[config.mk]
export PLATFORM = sky130hd
export DESIGN_NAME = mem_arbiter
export DESIGN_NICKNAME = d
export VERILOG_FILES = /design/src/rtl/mem_arb_pkg.sv /design/src/rtl/rr_arb2.sv /design/src/rtl/mem_arbiter.sv
export SDC_FILE = /design/constraint.sdc
export NUM_CORES = 1
export LEC_CHECK = 0
export ABC_AREA = 1
export ABC_CLOCK_PERIOD_IN_PS = 2100
export BUFFER_PORTS_ARGS = -buffer_cell sky130_fd_sc_hd__clkbuf_2
export CORE_MARGIN = 2
export CORE_UTILIZATION = 43
export CTS_CLUSTER_SIZE = 30
export DETAILED_ROUTE_END_ITERATION = 12
export PLACE_DENSITY = 0.86
export SYNTH_ARGS = -nofsm -noshare
export SYNTH_HDL_FRONTEND = slang
export SYNTH_SLANG_ARGS = --single-unit
[constraint.sdc]
create_clock -name clk -period 2.1 [get_ports clk]
set_clock_uncertainty 0.2 [all_clocks]
set_input_delay 0.21 -clock clk [delete_from_list [all_inputs] [get_ports clk]]
set_output_delay 0.21 -clock clk [all_outputs]
set_load 0.02 [all_outputs]
[src/rtl/mem_arb_pkg.sv]
// Shared types and block geometry for the unified-memory arbiter and its
// round-robin picker.
package mem_arb_pkg;

  localparam int WORDS_PER_BLOCK   = 8;
  localparam int IDX_W             = 3;
  localparam int BLOCK_OFFSET_BITS = 4;

  typedef enum logic [1:0] {
    IDLE    = 2'd0,
    I_FILL  = 2'd1,
    D_FILL  = 2'd2,
    D_WRITE = 2'd3
  } arb_state_t;

  typedef enum logic {
    GNT_I = 1'b0,
    GNT_D = 1'b1
  } gnt_t;

endpackage

[src/rtl/rr_arb2.sv]
// Two-way round-robin picker: on a tie the side that did not win last time
// wins; last_grant only moves when the caller commits a grant.
module rr_arb2
  import mem_arb_pkg::*;
(
  input  logic       clk,
  input  logic       rst,
  input  logic [1:0] req,     // [0] = I side, [1] = D side
  input  logic       update,
  output logic       gnt_valid,
  output gnt_t       gnt
);

  gnt_t last_q;

  always_comb begin
    gnt_valid = |req;
    gnt       = GNT_I;
    if (req == 2'b11) begin
      gnt = (last_q == GNT_I) ? GNT_D : GNT_I;
    end else if (req[1]) begin
      gnt = GNT_D;
    end
  end

  always_ff @(posedge clk) begin
    if (!rst) begin
      last_q <= GNT_I;
    end else if (update && gnt_valid) begin
      last_q <= gnt;
    end
  end

endmodule

[src/rtl/mem_arbiter.sv]
// Shares the single-ported unified memory between I-cache block fills and
// D-cache block fills / single-word writes.
//
// state   | meaning
// IDLE    | no owner, outputs quiet, arbitrating on sampled requests
// I_FILL  | 8 back-to-back word reads returned to the I side
// D_FILL  | 8 back-to-back word reads returned to the D side
// D_WRITE | one-cycle word write from the D side
module mem_arbiter
  import mem_arb_pkg::*;
#(
  parameter int ADDR_WIDTH = 16
) (
  input  logic                  clk,
  input  logic                  rst,
  input  logic                  i_req,
  input  logic [ADDR_WIDTH-1:0] i_addr,
  output logic                  i_fill_valid,
  output logic [15:0]           i_fill_data,
  output logic [IDX_W-1:0]      i_fill_idx,
  output logic                  i_done,
  input  logic                  d_req,
  input  logic                  d_wr,
  input  logic [ADDR_WIDTH-1:0] d_addr,
  input  logic [15:0]           d_wdata,
  output logic                  d_fill_valid,
  output logic [15:0]           d_fill_data,
  output logic [IDX_W-1:0]      d_fill_idx,
  output logic                  d_done,
  output logic                  mem_en,
  output logic                  mem_wr,
  output logic [ADDR_WIDTH-1:0] mem_addr,
  output logic [15:0]           mem_wdata,
  input  logic [15:0]           mem_rdata,
  output logic                  busy
);

  localparam logic [IDX_W-1:0] LAST_IDX = IDX_W'(WORDS_PER_BLOCK - 1);

  arb_state_t            state_q, state_d;
  logic [IDX_W-1:0]      cnt_q, cnt_d;
  logic [ADDR_WIDTH-1:1] base_q;
  logic [15:0]           wdata_q;
  logic                  grant;
  logic                  arb_valid;
  gnt_t                  arb_gnt;
  logic [IDX_W-1:0]      idx;
  logic [ADDR_WIDTH-1:0] fill_addr;
  logic                  unused_addr_lsb;

  // Byte-lane bit of either request address never reaches the memory.
  assign unused_addr_lsb = i_addr[0] ^ d_addr[0];

  rr_arb2 u_rr_arb2 (
    .clk       (clk),
    .rst       (rst),
    .req       ({d_req, i_req}),
    .update    (grant),
    .gnt_valid (arb_valid),
    .gnt       (arb_gnt)
  );

  // Down-counter runs 7..0; the word index is its complement within the block.
  assign idx       = LAST_IDX - cnt_q;
  assign fill_addr = {base_q[ADDR_WIDTH-1:BLOCK_OFFSET_BITS], idx, 1'b0};

  always_ff @(posedge clk) begin
    if (!rst) begin
      state_q <= IDLE;
      cnt_q   <= '0;
      base_q  <= '0;
      wdata_q <= '0;
    end else begin
      state_q <= state_d;
      cnt_q   <= cnt_d;
      if (grant) begin
        base_q  <= (arb_gnt == GNT_I) ? i_addr[ADDR_WIDTH-1:1] : d_addr[ADDR_WIDTH-1:1];
        wdata_q <= d_wdata;
      end
    end
  end

  always_comb begin
    state_d      = state_q;
    cnt_d        = cnt_q;
    grant        = 1'b0;
    i_fill_valid = 1'b0;
    i_fill_data  = '0;
    i_fill_idx   = '0;
    i_done       = 1'b0;
    d_fill_valid = 1'b0;
    d_fill_data  = '0;
    d_fill_idx   = '0;
    d_done       = 1'b0;
    mem_en       = 1'b0;
    mem_wr       = 1'b0;
    mem_addr     = '0;
    mem_wdata    = '0;
    busy         = 1'b0;

    unique case (state_q)
      IDLE: begin
        if (arb_valid) begin
          grant = 1'b1;
          cnt_d = LAST_IDX;
          if (arb_gnt == GNT_I) begin
            state_d = I_FILL;
          end else begin
            state_d = d_wr ? D_WRITE : D_FILL;
          end
        end
      end

      I_FILL: begin
        busy         = 1'b1;
        mem_en       = 1'b1;
        mem_addr     = fill_addr;
        i_fill_valid = 1'b1;
        i_fill_data  = mem_rdata;
        i_fill_idx   = idx;
        if (cnt_q == '0) begin
          i_done  = 1'b1;
          state_d = IDLE;
        end else begin
          cnt_d = cnt_q - 1'b1;
        end
      end

      D_FILL: begin
        busy         = 1'b1;
        mem_en       = 1'b1;
        mem_addr     = fill_addr;
        d_fill_valid = 1'b1;
        d_fill_data  = mem_rdata;
        d_fill_idx   = idx;
        if (cnt_q == '0) begin
          d_done  = 1'b1;
          state_d = IDLE;
        end else begin
          cnt_d = cnt_q - 1'b1;
        end
      end

      D_WRITE: begin
        busy      = 1'b1;
        mem_en    = 1'b1;
        mem_wr    = 1'b1;
        mem_addr  = {base_q, 1'b0};
        mem_wdata = wdata_q;
        d_done    = 1'b1;
        state_d   = IDLE;
      end

      default: state_d = IDLE;
    endcase
  end

endmodule

==> flow_summary_export.csv <==
group,metric,value,unit
run_status,outcome,"complete, no violations",
sta,fmax,500,MHz
clock_network,clock_path_buffers,2,
place,place_inst,579,
setup_path,r2r_end,"wdata_q[9]",
synthesis,synth_common_cells,"nand2_1 (117), nor2_1 (75), inv_1 (60), dfxtp_1 (37), a21oi_1 (20)",
global_routing,grt_pass1_vias,2550,
setup_path,cp_max_fo,12,
floorplan,fp.dieW,76.7,µm
setup_path,cp-start-kind,"flip-flop",
pwr,combPwrFrac,58.8,%
clock_network,cts_tree,"done",
routing,first_pass_iters,4,
clock_network,clkSlewWorstSetupHoldPaths,80,ps
routing,initialDrtViolationCount,164,
global_routing,overflow,0,
finish,final_layout_size_suffix_gt1_share,31.2,%
global_routing,grt_antenna_before_repair,0,
pwr,switching_power,1.97,mW
finish,synthToLayoutAreaGrowth,49.3,%
clock_network,clk_latency,280,ps
sta,hold_ws,3.30,ps
sta,grt_setup_unrepaired,"yes",
routing,drt_wl_total,6520,µm
flow_run,cap_violations,0,
floorplan,initial_core_util,44.5,%
routing,final_antenna_net_count,0,
global_routing,grt_usage,21.9,%
floorplan,ios,146,
routing,vias,2773,
synthesis,synth_top_cell_by_area,"dfxtp_1",
floorplan,dieArea,5880,µm²
synthesis,syn_area_per_cell,5.96,µm²
setup_path,criticalPathCategory,"reg -> out",
routing,wl_per_cell,10.6,µm
setup_path,setup.worst_path.end_class,"output port",
synthesis,synthCells,381,
routing,viasPerCell,4.51,
synthesis,synth_edf_count,0,
sta,post-route-min-period,2000,ps
synthesis,ys_ff_latch,37,
synthesis,synthesis.nets,458,
floorplan,die_h,76.7,µm
clock_network,htree_levels,2,
floorplan,core_area,5110,µm²
finish,fillCellCount,451,
synthesis,synth_top_area_share,32.6,%
global_routing,grt_pass1_wl,10800,µm
pwr,internal_power,2.10,mW
sta,hold_viol,0,
sta,fin_crit_sh,95.2,%
pwr,power_density,1200,nW/µm²
clock_network,cts_buffers,5,
pwr,p_sw_share,48.4,%
sta,slew_violations,0,
clock_network,post_cts_buffers,0,
synthesis,synth_cell_types,21,
synthesis,ys.flop_type,"dfxtp_1",
setup_path,crit_start,"state_q[0]",
place,hpwlAfterDp,4490,µm
synthesis,yosysMostFrequentCell,"nand2_1",
sta,worst_slew_pin_slew,617,ps
synthesis,async_reset_ff_share,0,%
finish,nets,621,
pwr,ir_worst_vdd,0.737,mV
worst_hold_path,min_path_type,"in -> reg",
pwr,leakage,2.15,nW
synthesis,synth_area_leaders,"dfxtp_1 (33%), nand2_1 (19%), nor2_1 (12%), inv_1 (9.9%), a21oi_1 (4.4%)",
synthesis,yosys_warnings,0,
sta,setup_viol,0,
setup_path,cp.required,1690,ps
place,io_buffers,142,
routing,drc,0,
place,gp_congestion,0.811,
pwr,p_seq_share,27.3,%
setup_path,cp-endpoint,"mem_addr[5]",
finish,final_cells,615,
setup_path,rr_worst_depth,7,
synthesis,yosysSeqAreaShare,32.6,%
finish,antenna_cells,0,
global_routing,grt_max_degree,36,
setup_path,worstReg2RegStart,"state_q[0]",
clock_network,cts-root-buf,"clkbuf_8",
sta,tns,0,ps
setup_path,crit_arrival,1590,ps
sta,relSlewSlack,58.9,%
setup_path,r2r_slack,280,ps
synthesis,netlist_area,2270,µm²
clock_network,clkSinkCount,37,
floorplan,rows,26,
pwr,clockPowerShare,13.9,%
placed cells by master (no fill, tap or decap), types with 2 or more instances in the layout:
master           n
buf_6            2
nand3_1          3
buf_2            2
clkbuf_2       137
a21oi_1         19
dlygate4sd3_1   28
inv_1           60
nand2_1        117
ha_2             2
o21ai_0         16
inv_4            2
dfxtp_1         35
ha_1             6
buf_4            8
a21oi_2          2
o21ai_1         15
clkbuf_8         7
nor2_1          74
dfxtp_2          2
per-layer routing:
layer	up-vias	track usage, %	share of wire (%)
li1	1453	-	-
met4	0	7.45	1.6
met2	120	41.0	49
met5	-	0	0
met3	11	3.76	6.6
met1	1189	24.8	42
metrics by stage:
stage,instance area (µm²),total power [mW],utilization [%],worst slack (ps)
3_3_place_gp,2980,3.36,58.3,252
3_5_place_dp,2980,3.42,58.3,206
4_1_cts,3370,4.04,65.9,12.0
2_1_floorplan,2270,2.86,-,249
6_report,3390,4.07,66.4,99.8
5_1_grt,3390,4.42,66.4,-10.7
critical path, stage by stage (launching register included):
cell      delay, ps
dfxtp_2         370
inv_1            90
ha_1            330
nor2_1          130
buf_6           170
nor2_1           60
clkbuf_2        150
sequential cells by signal (all words and copies together) (netlist names):
| name | count |
|---|---|
| base_q | 15 |
| cnt_q | 3 |
| state_q | 2 |
| u_rr_arb2.last_q | 1 |
| wdata_q | 16 |
kinds of logic after synthesis:
group | after synthesis | synth area share [%]
adders and majority gates | 8 | 4.41
xor gates and xnor gates | 1 | 0.386
buffers and inverters | 83 | 16.8
other | 1 | 0.165
AOI/OAI and AO/OA | 54 | 12.7
DFF | 37 | 32.6
and+or+nand+nor | 197 | 32.9
worst min path at each step:
stage | startpoint | end | slack [ps] | cells after the start
2_1_floorplan | d_addr[13] | base_q[13] | 150 | 2
3_3_place_gp | d_addr[4] | base_q[4] | 240 | 3
3_5_place_dp | d_addr[1] | base_q[1] | 240 | 3
4_1_cts | d_addr[15] | base_q[15] | 0.3 | 3
5_1_grt | d_wdata[9] | wdata_q[9] | 20 | 3
6_report | d_addr[15] | base_q[15] | 3 | 3
layout make-up:
type	count	area, µm²	area share, %
timing repair buffer	177	1060	31.2
inverter	62	238	7.01
multi-input combinational	261	1160	34.2
tap	70	87.6	2.58
clock inverter	1	8.76	0.258
clock buffer	7	96.3	2.84
sequential	37	743	21.9
what timing repair did:
action	in CTS	in global routing
resized for setup	2	14
hold buffers	28	0
hold endpoints to repair	28	0
setup endpoints to repair	10	21
power groups by stage:
| stage | Sequential (mW) | Combinational, mW | Clock (mW) |
|---|---|---|---|
| after floorplan | 1.08 | 1.78 | 0 |
| after global placement | 1.11 | 2.25 | 0 |
| after detailed placement | 1.12 | 2.30 | 0 |
| after CTS | 1.11 | 2.35 | 0.579 |
| after global routing | 1.15 | 2.67 | 0.610 |
| final | 1.11 | 2.39 | 0.565 |
Power figures use the tool's default switching activity.
